### src/rtl/md_cart_pkg.sv
// Shared definitions for the cartridge bus bridge: FSM states, the
// save-RAM mapping register address, timeout fill value and default widths.
package md_cart_pkg;

  typedef enum logic [2:0] {
    ST_IDLE,
    ST_RD_REQ,
    ST_RD_HOLD,
    ST_WR_REQ,
    ST_DRAIN
  } state_e;

  // Low byte of the word address of $A130F1
  localparam logic [7:0]  SRAM_MAP_REG_ADDR = 8'h78;
  // Data returned to the 68k when a read is aborted
  localparam logic [15:0] TIMEOUT_FILL      = 16'hFFFF;

  localparam int DEF_ROM_AW  = 22;
  localparam int DEF_SRAM_AW = 14;

endpackage

### src/rtl/md_cart_sync_edge.sv
// Registers the cartridge strobes once, then produces aligned level and
// registered rising-edge pulses for read, write and $A130xx-write.
module md_cart_sync_edge (
  input  logic       clk_i,
  input  logic       rst_i,
  input  logic       cs_i,
  input  logic       oe_i,
  input  logic       lwr_i,
  input  logic       uwr_i,
  input  logic       time_i,
  output logic       rd_o,
  output logic       rd_rise_o,
  output logic       wr_rise_o,
  output logic       tw_rise_o,
  output logic [1:0] be_o
);

  logic       cs_q, oe_q, lwr_q, uwr_q, time_q;
  logic       rd_q, wr_q, tw_q;
  logic       rd_rise_q, wr_rise_q, tw_rise_q;
  logic [1:0] be_q;
  logic       rd_s, wr_s, tw_s;

  assign rd_s = cs_q & oe_q;
  assign wr_s = cs_q & (lwr_q | uwr_q);
  assign tw_s = time_q & lwr_q;

  // Stage 1 captures the raw strobes; stage 2 holds levels and edge pulses
  // so that a pulse and its level/byte-enables are always cycle-aligned.
  always_ff @(posedge clk_i) begin
    if (rst_i) begin
      cs_q      <= 1'b0;
      oe_q      <= 1'b0;
      lwr_q     <= 1'b0;
      uwr_q     <= 1'b0;
      time_q    <= 1'b0;
      rd_q      <= 1'b0;
      wr_q      <= 1'b0;
      tw_q      <= 1'b0;
      rd_rise_q <= 1'b0;
      wr_rise_q <= 1'b0;
      tw_rise_q <= 1'b0;
      be_q      <= 2'b00;
    end else begin
      cs_q      <= cs_i;
      oe_q      <= oe_i;
      lwr_q     <= lwr_i;
      uwr_q     <= uwr_i;
      time_q    <= time_i;
      rd_q      <= rd_s;
      wr_q      <= wr_s;
      tw_q      <= tw_s;
      rd_rise_q <= rd_s & ~rd_q;
      wr_rise_q <= wr_s & ~wr_q;
      tw_rise_q <= tw_s & ~tw_q;
      be_q      <= {uwr_q, lwr_q};
    end
  end

  assign rd_o      = rd_q;
  assign rd_rise_o = rd_rise_q;
  assign wr_rise_o = wr_rise_q;
  assign tw_rise_o = tw_rise_q;
  assign be_o      = be_q;

endmodule

### src/rtl/md_cart_bridge.sv
// Cartridge bus to generic word-memory bridge. Each read/write strobe edge
// becomes one held mem_req transaction; a timeout aborts stuck accesses.
// Build option MD_CART_SRAM_EN: enables the save-RAM window and the
// $A130F1 mapping register. Without it all writes are absorbed internally.
module md_cart_bridge
  import md_cart_pkg::*;
#(
  parameter int          ROM_AW    = DEF_ROM_AW,
  parameter logic [22:0] SRAM_BASE = 23'h100000,
  parameter int          SRAM_AW   = DEF_SRAM_AW,
  parameter int          TIMEOUT   = 63
) (
  input  logic        MCLK,
  input  logic        ext_reset,
  input  logic [22:0] cart_address,
  input  logic        cart_cs,
  input  logic        cart_oe,
  input  logic        cart_lwr,
  input  logic        cart_uwr,
  input  logic        cart_time,
  input  logic [15:0] cart_data_wr,
  output logic [15:0] cart_data,
  output logic        cart_data_en,
  output logic        mem_req,
  output logic        mem_we,
  output logic        mem_sram,
  output logic [22:0] mem_addr,
  output logic [1:0]  mem_be,
  output logic [15:0] mem_wdata,
  input  logic        mem_ack,
  input  logic [15:0] mem_rdata,
  output logic        sram_map,
  output logic        timeout_err
);

  localparam int          CW       = $clog2(TIMEOUT + 1);
  localparam logic [22:0] ROM_MASK = 23'((64'd1 << ROM_AW) - 64'd1);

  logic       rd, rd_rise, wr_rise, tw_rise;
  logic [1:0] be;
  logic       map_en;
  logic       hit;
  logic [22:0] dec_addr;

  state_e          state_q, state_d;
  logic [CW-1:0]   cnt_q, cnt_d;
  logic            mem_req_q, mem_req_d;
  logic            mem_we_q, mem_we_d;
  logic            mem_sram_q, mem_sram_d;
  logic [22:0]     mem_addr_q, mem_addr_d;
  logic [1:0]      mem_be_q, mem_be_d;
  logic [15:0]     mem_wdata_q, mem_wdata_d;
  logic [15:0]     cart_data_q, cart_data_d;
  logic            cart_data_en_q, cart_data_en_d;
  logic            timeout_err_q, timeout_err_d;
  logic            cnt_hit;

  md_cart_sync_edge u_sync (
    .clk_i     (MCLK),
    .rst_i     (ext_reset),
    .cs_i      (cart_cs),
    .oe_i      (cart_oe),
    .lwr_i     (cart_lwr),
    .uwr_i     (cart_uwr),
    .time_i    (cart_time),
    .rd_o      (rd),
    .rd_rise_o (rd_rise),
    .wr_rise_o (wr_rise),
    .tw_rise_o (tw_rise),
    .be_o      (be)
  );

`ifdef MD_CART_SRAM_EN
  logic sram_map_q;

  // Save-RAM mapping bit, written by a low-byte $A130F1 strobe while idle
  always_ff @(posedge MCLK) begin
    if (ext_reset)
      sram_map_q <= 1'b0;
    else if (state_q == ST_IDLE && tw_rise &&
             cart_address[7:0] == SRAM_MAP_REG_ADDR)
      sram_map_q <= cart_data_wr[0];
  end

  assign map_en = sram_map_q;
`else
  logic unused_tw;
  assign unused_tw = tw_rise;
  assign map_en    = 1'b0;
`endif

  // Save-RAM window only decodes while mapped in; everything else is ROM
  assign hit      = map_en && (cart_address[22:SRAM_AW] == SRAM_BASE[22:SRAM_AW]);
  assign dec_addr = hit ? 23'(cart_address[SRAM_AW-1:0]) : (cart_address & ROM_MASK);
  assign cnt_hit  = (cnt_q == CW'(TIMEOUT - 1));

  // State and output registers
  always_ff @(posedge MCLK) begin
    if (ext_reset) begin
      state_q        <= ST_IDLE;
      cnt_q          <= '0;
      mem_req_q      <= 1'b0;
      mem_we_q       <= 1'b0;
      mem_sram_q     <= 1'b0;
      mem_addr_q     <= '0;
      mem_be_q       <= 2'b00;
      mem_wdata_q    <= '0;
      cart_data_q    <= '0;
      cart_data_en_q <= 1'b0;
      timeout_err_q  <= 1'b0;
    end else begin
      state_q        <= state_d;
      cnt_q          <= cnt_d;
      mem_req_q      <= mem_req_d;
      mem_we_q       <= mem_we_d;
      mem_sram_q     <= mem_sram_d;
      mem_addr_q     <= mem_addr_d;
      mem_be_q       <= mem_be_d;
      mem_wdata_q    <= mem_wdata_d;
      cart_data_q    <= cart_data_d;
      cart_data_en_q <= cart_data_en_d;
      timeout_err_q  <= timeout_err_d;
    end
  end

  // Next-state and output logic; mem_* only change when a request starts
  always_comb begin
    state_d        = state_q;
    cnt_d          = cnt_q;
    mem_req_d      = mem_req_q;
    mem_we_d       = mem_we_q;
    mem_sram_d     = mem_sram_q;
    mem_addr_d     = mem_addr_q;
    mem_be_d       = mem_be_q;
    mem_wdata_d    = mem_wdata_q;
    cart_data_d    = cart_data_q;
    cart_data_en_d = cart_data_en_q;
    timeout_err_d  = timeout_err_q;

    unique case (state_q)
      ST_IDLE: begin
        // Read wins over a write rising in the same cycle
        if (rd_rise) begin
          mem_req_d  = 1'b1;
          mem_we_d   = 1'b0;
          mem_be_d   = 2'b11;
          mem_sram_d = hit;
          mem_addr_d = dec_addr;
          state_d    = ST_RD_REQ;
        end else if (wr_rise && hit) begin
          mem_req_d   = 1'b1;
          mem_we_d    = 1'b1;
          mem_be_d    = be;
          mem_sram_d  = 1'b1;
          mem_addr_d  = dec_addr;
          mem_wdata_d = cart_data_wr;
          state_d     = ST_WR_REQ;
        end
        // Writes to ROM space are absorbed here without a request
      end

      ST_RD_REQ: begin
        cnt_d = cnt_q + CW'(1);
        if (mem_ack) begin
          mem_req_d   = 1'b0;
          cart_data_d = mem_rdata;
          if (rd) begin
            cart_data_en_d = 1'b1;
            state_d        = ST_RD_HOLD;
          end else begin
            state_d = ST_IDLE;
          end
        end else if (!rd) begin
          state_d = ST_DRAIN;
        end else if (cnt_hit) begin
          mem_req_d      = 1'b0;
          timeout_err_d  = 1'b1;
          cart_data_d    = TIMEOUT_FILL;
          cart_data_en_d = 1'b1;
          state_d        = ST_RD_HOLD;
        end
      end

      ST_RD_HOLD: begin
        if (!rd) begin
          cart_data_en_d = 1'b0;
          state_d        = ST_IDLE;
        end
      end

      ST_WR_REQ, ST_DRAIN: begin
        cnt_d = cnt_q + CW'(1);
        if (mem_ack) begin
          mem_req_d = 1'b0;
          state_d   = ST_IDLE;
        end else if (cnt_hit) begin
          mem_req_d     = 1'b0;
          timeout_err_d = 1'b1;
          state_d       = ST_IDLE;
        end
      end

      default: state_d = ST_IDLE;
    endcase

    // Timeout counter restarts on every state change
    if (state_d != state_q) cnt_d = '0;
  end

  assign cart_data    = cart_data_q;
  assign cart_data_en = cart_data_en_q;
  assign mem_req      = mem_req_q;
  assign mem_we       = mem_we_q;
  assign mem_sram     = mem_sram_q;
  assign mem_addr     = mem_addr_q;
  assign mem_be       = mem_be_q;
  assign mem_wdata    = mem_wdata_q;
  assign sram_map     = map_en;
  assign timeout_err  = timeout_err_q;

endmodule

### config.mk
export PLATFORM = sky130hd
export DESIGN_NAME = md_cart_bridge
export DESIGN_NICKNAME = d
export VERILOG_FILES = /design/src/rtl/md_cart_pkg.sv /design/src/rtl/md_cart_sync_edge.sv /design/src/rtl/md_cart_bridge.sv
export SDC_FILE = /design/constraint.sdc
export NUM_CORES = 1
export LEC_CHECK = 0
export CAP_MARGIN = 5
export CORE_ASPECT_RATIO = 0.8
export CORE_UTILIZATION = 30
export CTS_CLUSTER_SIZE = 40
export DETAILED_ROUTE_END_ITERATION = 7
export PLACE_DENSITY = 0.66
export REMOVE_ABC_BUFFERS = 1
export SYNTH_ARGS = -nofsm -noshare
export SYNTH_HDL_FRONTEND = slang
export SYNTH_SLANG_ARGS = --single-unit
### constraint.sdc
create_clock -name MCLK -period 3.8 [get_ports MCLK]
set_clock_uncertainty 0.05 [all_clocks]
set_input_delay 0.76 -clock MCLK [delete_from_list [all_inputs] [get_ports MCLK]]
set_output_delay 0.76 -clock MCLK [all_outputs]
set_load 0.02 [all_outputs]
==> results.md, run 1 <==
* Switching portion of total power at 23.9%
* Setup crit end: cnt_q[0]$_SDFFE_PP0N_
* Combinational fraction of design power at 10.3%
* WL per Instance at 12.3 um
* PD cells at 318 nW/um2
* Crit Path Max Fanout at 7
* P_leak at 1.11 nW
* Final GP Congestion at 0.750
* Placed instance area at between 3000 and 4000 um2
* Clock root cell: clkbuf_8
* Critical Path Sink Type: flip-flop
* Net count, final at about 400
* CP max-delay cell: clkdlybuf4s50_1
* Layout cells sized above 1 at 7.38%
* Resized cells post-CTS at 0
* Crit path arrival time at 2290 ps
* Setup CP Type: primary input to flip-flop
* Synth Cell Area at ~2300 um2
* Die Height at slightly above 80 um
* IO Count at 126
* Clock sinks at 55
* Worst-Margin Slew at 1090 ps
* Worst Setup SP: mem_ack
* Synth Register Bits at 55
* Internal at 0.786 mW
* Overall global routing resource usage at 13.2%
* Ys flop type: dfxtp_1
* Post-detail-place hpwl at ~3700 um
* Max incr delay on CP at 540 ps
* Cell area after layout at 3250 um2
* Final wirelength at 5290 um
* Vias in the first global route at 1877
* CP Cell Sequence: clkdlybuf4s50_1 > a21o_1 > a221o_2 > a221oi_2
* CTS clk-pin slew, worst paths at 90 ps
* Post-synth cell types at 45
* F_max at 470 MHz
* Initial Util at 31.3%
* Yosys warnings at 0
* CTS tree: done
* Vias post-DR at 1951
* Die X at 101 um
* Cell with the most instances after synthesis: dfxtp_1
* Hold_buf cts at 0
* DR DRC count at 0
* Rows at 28
* Die Area at between 8000 and 9000 um2
* Core Footprint at 7500 um2
* Final Power at 1.03 mW
* WP data required at 3970 ps
* HP Class: flip-flop to flip-flop
* First-pass GRT wire length at ~8700 um
* Setup WS pre-CTS at 1340 ps
* 1st-iter DRT viols at between 150 and 200
* Synthesis-to-layout area growth at 38.3%
* Power share of the clock group at 32.9%
* ANT cells at 0
* Flop pwr share at between 50% and 60%
* Worst R2R Path Depth at 3
* CP Launch Type: primary input
* Drt pass-1 iters at 4
* Final setup margin at 1670 ps
* Cells after Synth at 250
* Final Setup Violations at 0
* Fill cells at 769
* Max H-tree Level at 2
* Syn Area/Cell at 9.39 um2
* Top post-synthesis cells by area: dfxtp_1 47%, nand2_1 8.2%, buf_4 7.4%
* EDFF count, synth at 0
* Outcome: finished, final reports clean
* Tcrit/Tclk final at around 56%
* Final ANT Viol Nets at 0
* R2r setup slk at roughly 1800 ps
* TNS Setup at 0 ps
* Net Switching at 0.246 mW
* Area leader, netlist: dfxtp_1
* Drt via density at 4.54
* Slew Limit Fails at 0
* Initial antenna violation count at 0
* Largest net degree at the start of global routing at 32
* Register area share after synthesis at about 47%
* Worst skew pair latency at 300 ps
* Reg2reg start: state_q[1]$_SDFF_PP0_
* Max-cap violations at 0
* Relative slew margins at 26.8%
* CTS Buffer Depth at 2
* Cts bufs inserted at 5
* Endpoints failing hold at 0
* Tmin final at ~2100 ps
* Top cells by count, synth: 55 x dfxtp_1, 51 x nand2_1, 25 x a21oi_1
* Gr ovfl total at 0
* R2R Path End: state_q[0]$_SDFF_PP0_
* Top-area cell type share of the netlist area at between 40 and 50%
* Peak VDD IR at 144 uV
* Post-CTS setup buffer count at 0
* RSZ-0062 raised after global routing: no
* # port buffers at 85
* Post-synth ARST share at 0%
[per-stage QoR]
stage	hold WS, ps	util, %	std cells
6_report	395	43.3	430
5_1_grt	428	43.3	430
4_1_cts	398	43.3	430
3_5_place_dp	384	42.0	422
3_3_place_gp	382	42.0	422
2_1_floorplan	368	-	231
[critical path: cells and delay by family]
kind	cells	cell delay, ps
AOI/OAI and AO/OA	3	990
buffers and inverters	1	540
[kinds of logic after synthesis]
logic type,after synthesis,synth area share (%)
adder cells (fa/ha/maj),2,1.07
flip-flops,55,46.9
AND/OR/NAND/NOR,81,17.5
buffers and inverters,41,11.6
XOR/XNOR,4,1.49
AO/OA/AOI/OAI,66,21.3
other,1,0.160
[routing by layer]
layer,up-vias,part of all wire [%],GRT usage (%)
met1,895,46,16.5
li1,985,-,-
met4,0,0.36,2.17
met5,-,0,0
met2,69,45,22.5
met3,2,8.3,4.56
[flip-flops by register name (all words and copies together), names as in the netlist]
register / flops
mem_be: 1
cart_data: 16
timeout_err: 1
state_q: 3
mem_addr: 22
u_sync.rd_o: 1
u_sync.cs_q: 1
u_sync.oe_q: 1
u_sync.rd_rise_o: 1
cart_data_en: 1
cnt_q: 6
mem_req: 1
[placed cells by master (no fill, tap or decap), types with 3 or more instances in the layout]
cell,count
clkdlybuf4s50_1,85
o21ai_0,3
nand2_1,51
dfxtp_1,55
conb_1,20
xor2_1,4
nand3_1,3
inv_1,3
a31oi_1,3
o2111ai_1,3
o221a_2,6
and2_1,3
a21oi_1,25
nor2_1,7
clkbuf_8,6
nor2b_1,3
o221a_1,10
a211oi_1,5
[power groups by stage]
| stage | logic (mW) | registers (mW) | clock network (mW) |
|---|---|---|---|
| after floorplan | 0.0348 | 0.606 | 0 |
| after global placement | 0.106 | 0.600 | 0 |
| after global routing | 0.115 | 0.588 | 0.380 |
| final | 0.106 | 0.587 | 0.340 |
| after CTS | 0.107 | 0.587 | 0.357 |
| after detailed placement | 0.106 | 0.600 | 0 |
[final cells by class]
class	instances	area (um2)	area share, %
clock buffers	6	82.6	2.54
multi-input cells	173	1050	32.2
clock inverters	2	16.3	0.501
repair buffers	86	858	26.4
flip-flops and latches	55	1100	33.9
well taps	105	131	4.05
inverters	3	11.3	0.347
[worst min path at each step]
| stage | depth (start not counted) | to | from |
|---|---|---|---|
| 2_1_floorplan | 2 | u_sync.rd_o$_SDFF_PP0_ | u_sync.oe_q$_SDFF_PP0_ |
| 3_3_place_gp | 2 | u_sync.rd_o$_SDFF_PP0_ | u_sync.oe_q$_SDFF_PP0_ |
| 3_5_place_dp | 2 | u_sync.rd_o$_SDFF_PP0_ | u_sync.oe_q$_SDFF_PP0_ |
| 4_1_cts | 2 | u_sync.rd_o$_SDFF_PP0_ | u_sync.oe_q$_SDFF_PP0_ |
| 5_1_grt | 2 | mem_addr[16]$_SDFFE_PP0P_ | mem_addr[16]$_SDFFE_PP0P_ |
| 6_report | 2 | u_sync.rd_o$_SDFF_PP0_ | u_sync.oe_q$_SDFF_PP0_ |
Note: power is estimated with default switching activity, not from simulation.
==> inputs of run 2 (changes only) <==
==> constraint.sdc (replaced) <==
create_clock -name MCLK -period 2.1 [get_ports MCLK]
set_clock_uncertainty 0.05 [all_clocks]
set_input_delay 0.42 -clock MCLK [delete_from_list [all_inputs] [get_ports MCLK]]
set_output_delay 0.42 -clock MCLK [all_outputs]
set_load 0.02 [all_outputs]
==> run 2 against run 1 <==
Effect of this change:
- critical path depth up 2
- non-clock buffer count up 9
- count of clock-buffer cells in the layout down 1
==> results.md, run 2 (synthesis results as in run 1) <==
* Outcome: finished, final reports clean
* CTS clk-pin slew, worst paths at 90 ps
* Net Switching at ~0.44 mW
* Layout cells sized above 1 at 9.61%
* Clock root cell: clkbuf_8
* Vias post-DR at 2028
* Die X at ~100 um
* Max-cap violations at 0
* Max FFs per register at 22
* Cts bufs inserted at 5
* Initial antenna violation count at 0
* IO Count at approximately 130
* CP Launch Type: flip-flop
* HP Class: flip-flop to flip-flop
* GR Layer Usage met2 at 21.6%
* WL per Instance at between 10 and 15 um
* CTS Buffer Depth at 2
* Initial Util at 31.3%
* Crit Path Max Fanout at 6
* Setup WS pre-CTS at -39.1 ps
* Worst-Margin Slew at just over 600 ps
* Tmin final at approximately 1900 ps
* Vias in the first global route at about 1800
* CP Cell Sequence: inv_1 > ha_1 > and4_4 > a21o_1 > a221o_2 > a221oi_2
* Met1 Track Usage GR at 16.9%
* Die Height at 81.1 um
* Combinational fraction of design power at 10.2%
* Fill cells at 758
* WP data required at 2270 ps
* Net count, final at a little under 400
* ANT cells at 0
* Internal at 1.51 mW
* Final Power at 1.95 mW
* # port buffers at 85
* Resized cells post-CTS at 0
* Switching portion of total power at 22.8%
* Post-CTS setup buffer count at 0
* Final GP Congestion at 0.840
* Relative slew margins at 58.6%
* GR Layer Usage met3 at around 4.3%
* Final setup margin at 217 ps
* Global route hottest layer: met2
* Endpoints failing hold at 0
* First-pass GRT wire length at 8600 um
* 1st-iter DRT viols at approximately 130
* CTS tree: done
* Clock sinks at between 50 and 60
* Core Footprint at 7500 um2
* Crit path arrival time at about 2100 ps
* Synthesis-to-layout area growth at 41.4%
* Worst skew pair latency at 300 ps
* F_max at 531 MHz
* Final wirelength at 5440 um
* Post-detail-place hpwl at 3870 um
* Buf/Inv on CP at 1
* Drt pass-1 iters at 4
* Tcrit/Tclk final at 89.7%
* Hold_buf cts at 0
* Max H-tree Level at 2
* Peak VDD IR at 284 uV
* Overall global routing resource usage at a little over an eighth
* Flop pwr share at a little over half
* PD cells at 587 nW/um2
* Setup CP Type: flip-flop to flip-flop
* Final ANT Viol Nets at 0
* Final Setup Violations at 0
* Commonest cells after routing, fill and taps aside: 85 x clkdlybuf4s50_1, 55 x dfxtp_1, 51 x nand2_1
* Drt via density at about 4.6
* Gr ovfl total at 0
* Die Area at between 8000 and 9000 um2
* Max incr delay on CP at 460 ps
* Power share of the clock group at 35.4%
* P_leak at 1.16 nW
* Final hold slack at between 300 and 400 ps
* Largest net degree at the start of global routing at 24
* Critical Path Sink Type: flip-flop
* DR DRC count at 0
* Rows at 28
* Slew Limit Fails at 0
* Commonest non-fill, non-tap cell in the layout: clkdlybuf4s50_1
* Delay-heaviest family, CP: compound AO/OA/AOI/OAI gates
* CP max-delay cell: a221o_2
* RSZ-0062 raised after global routing: no
-- run 2: cell type report --
cell class	instances	area (um2)	area share, %
Sequential cell	55	1100	33.1
Multi-Input combinational cell	173	1050	31.5
Timing Repair Buffer	95	926	27.9
Tap cell	105	131	3.95
Clock buffer	5	68.8	2.07
Clock inverter	2	37.5	1.13
Inverter	3	11.3	0.339
-- run 2: stage by stage --
step           instances  instance area (um2)  TNS (ps)  util, %
6_report             438                 3320         0     44.3
5_1_grt              438                 3320         0     44.3
4_1_cts              438                 3320         0     44.3
3_5_place_dp         431                 3220      -494     42.9
3_3_place_gp         431                 3220     -5.21     42.9
2_1_floorplan        231                 2160         0        -
-- run 2: worst reg2reg max path, stage by stage (launching register included) --
cell	delay (ps)
dfxtp_1	380
inv_1	70
ha_1	200
and4_4	200
a21o_1	190
a221o_2	460
a221oi_2	260
-- run 2: power groups by stage --
| stage | registers (mW) | clock network, mW | logic (mW) |
|---|---|---|---|
| finish | 1.06 | 0.690 | 0.198 |
| global route | 1.06 | 0.757 | 0.214 |
| CTS | 1.06 | 0.714 | 0.199 |
| global placement | 1.09 | 0 | 0.197 |
| detailed placement | 1.09 | 0 | 0.198 |
| floorplan | 1.10 | 0 | 0.0630 |
-- run 2: worst paths after layout --
| check | end | cells after the start | from | slack [ps] |
|---|---|---|---|---|
| max reg2reg | cnt_q[0]$_SDFFE_PP0N_ | 6 | cnt_q[0]$_SDFFE_PP0N_ | 220 |
| min reg2reg | u_sync.rd_o$_SDFF_PP0_ | 2 | u_sync.oe_q$_SDFF_PP0_ | 400 |
| min | u_sync.rd_o$_SDFF_PP0_ | 2 | u_sync.oe_q$_SDFF_PP0_ | 400 |
| max | cnt_q[0]$_SDFFE_PP0N_ | 6 | cnt_q[0]$_SDFFE_PP0N_ | 220 |
-- run 2: metal layers --
layer / wire, um / share of wire, %
met5: 0 / 0
met3: 419 / 7.7
met4: 34 / 0.63
met2: 2450 / 45
met1: 2540 / 47
==> inputs of run 3 (changes only) <==
--- a/config.mk
+++ b/config.mk
@@ -10,7 +10,7 @@
 export CORE_UTILIZATION = 30
 export CTS_CLUSTER_SIZE = 40
 export DETAILED_ROUTE_END_ITERATION = 7
-export PLACE_DENSITY = 0.66
+export PLACE_DENSITY = 0.7
 export REMOVE_ABC_BUFFERS = 1
 export SYNTH_ARGS = -nofsm -noshare
 export SYNTH_HDL_FRONTEND = slang
==> run 3 against run 2 <==
Effect of this change:
- first-iteration DRC count shrank 55%
- power shrank 6.0%
- sequential share of layout area grew 0.44 points
- combinational power is essentially flat
- hold slack lost 5.1 ps
- worst setup slack is essentially flat
- utilization shrank 0.58 points
- wire length shrank 1.9%
- die area is the same
- critical endpoint unchanged
==> results.md, run 3 (synthesis results as in run 1) <==
* Post-detail-place hpwl at 3740 um
* Total area of sequential cells at 1100 um2
* Die Height at roughly 81 um
* HP Class: flip-flop to flip-flop
* Max H-tree Level at 2
* Crit Path Max Fanout at 6
* Final hold slack at roughly 400 ps
* RSZ-0062 raised after global routing: no
* CTS tree: done
* R2R Path End: cnt_q[0]$_SDFFE_PP0N_
* Commonest non-fill, non-tap cell in the layout: clkdlybuf4s50_1
* Relative slew margins at roughly 57%
* Overall global routing resource usage at 13.3%
* Final ANT Viol Nets at 0
* Vias post-DR at 2013
* WL per Instance at 12.2 um
* Vias in the first global route at 1858
* Final Power at 1.83 mW
* CP Launch Type: flip-flop
* Post-CTS setup buffer count at 0
* Area of the multi-input gates at 1050 um2
* Endpoints failing hold at 0
* Critical Path Sink Type: flip-flop
* Peak VDD IR at 247 uV
* Placed Cells at 428
* Outcome: finished, final reports clean
* P_leak at 1.13 nW
* F_max at around 530 MHz
* Slew Limit Fails at 0
* Final GP Congestion at 0.842
* Drt via density at 4.62
* Setup crit end: cnt_q[0]$_SDFFE_PP0N_
* Clock root cell: clkbuf_8
* Resized cells post-CTS at 0
* Max FFs per register at 22
* CP max-delay cell: a221o_2
* Crit path arrival time at between 2000 and 2500 ps
* CTS clk-pin slew, worst paths at 90 ps
* DR DRC count at 0
* CP Cell Sequence: inv_1 > ha_1 > and4_4 > a21o_1 > a221o_2 > a221oi_2
* IO Count at 126
* Core Footprint at 7500 um2
* Fin util at 43.7%
* Setup CP Type: flip-flop to flip-flop
* # port buffers at 85
* Max-cap violations at 0
* Clock sinks at 55
* Initial Util at 31.3%
* Worst-Margin Slew at 643 ps
* Initial antenna violation count at 0
* Gr ovfl total at 0
* ANT cells at 0
* Hold_buf cts at 0
* Max incr delay on CP at between 400 and 500 ps
* Cts bufs inserted at 5
* Final Non-Filler Cells at 436
* Die X at approximately 100 um
* Rows at 28
* 1st-iter DRT viols at 58
* Die Area at 8190 um2
* Worst skew pair latency at roughly 300 ps
* Synthesis-to-layout area growth at 39.6%
* CTS Buffer Depth at 2
* First-pass GRT wire length at 8660 um
* Commonest cells after routing, fill and taps aside: 85 x clkdlybuf4s50_1, 55 x dfxtp_1, 51 x nand2_1
* Net count, final at 395
* Tmin final at 1880 ps
* TNS Setup at 0 ps
* Final wirelength at 5330 um
* PD cells at between 500 and 600 nW/um2
* Fill cells at 745
* Reg2reg start: cnt_q[0]$_SDFFE_PP0N_
* Tcrit/Tclk final at 89.6%
* WP data required at approximately 2300 ps
* Worst Setup SP: cnt_q[0]$_SDFFE_PP0N_
* Drt pass-1 iters at 5
* Worst R2R Path Depth at 6
* Final Setup Violations at 0
* R2r setup slk at 220 ps
* Largest net degree at the start of global routing at 32
* Layout cells sized above 1 at under 10%
==> run 3: how the worst min path moves through the flow <==
stage,from,slack [ps],to,depth (start not counted)
detailed placement,u_sync.oe_q$_SDFF_PP0_,380,u_sync.rd_o$_SDFF_PP0_,2
CTS,u_sync.oe_q$_SDFF_PP0_,390,u_sync.rd_o$_SDFF_PP0_,2
global placement,u_sync.oe_q$_SDFF_PP0_,380,u_sync.rd_o$_SDFF_PP0_,2
floorplan,u_sync.oe_q$_SDFF_PP0_,370,u_sync.rd_o$_SDFF_PP0_,2
finish,u_sync.oe_q$_SDFF_PP0_,390,u_sync.rd_o$_SDFF_PP0_,2
global route,mem_addr[19]$_SDFFE_PP0P_,430,mem_addr[19]$_SDFFE_PP0P_,2
==> run 3: per-stage QoR <==
stage          instance area [um2]  setup slack [ps]
2_1_floorplan                 2160               346
3_3_place_gp                  3190              27.3
3_5_place_dp                  3190             -29.8
4_1_cts                       3280               224
5_1_grt                       3280              83.7
6_report                      3280               217
==> run 3: worst max-delay path, delay by kind of cell (launching register included) <==
family | cells | cell delay, ps
AND/OR/NAND/NOR | 1 | 200
AO/OA/AOI/OAI | 3 | 890
adder cells (fa/ha/maj) | 1 | 200
flip-flops | 1 | 380
buffers and inverters | 1 | 70
==> run 3: cell type report <==
type	count	area share, %
clock buffer	6	2.21
clock inverter	2	0.382
inverter	3	0.344
multi-input combinational	173	31.9
sequential	55	33.6
tap	105	4.01
timing repair buffer	92	27.6
==> run 3: layer usage <==
layer / vias up / global-route usage (%) / wire length [um]
met4: 0 / 3.04 / 36
met1: 937 / 16.9 / 2610
met5: - / 0 / 0
met3: 6 / 5.16 / 458
li1: 994 / - / -
met2: 76 / 21.5 / 2230
==> run 3: power breakdown <==
group | switching [mW] | leakage (nW) | internal, mW
clock network | 0.341 | 0.0412 | 0.234
logic | 0.0946 | 0.649 | 0.101
registers | 0.00752 | 0.444 | 1.05
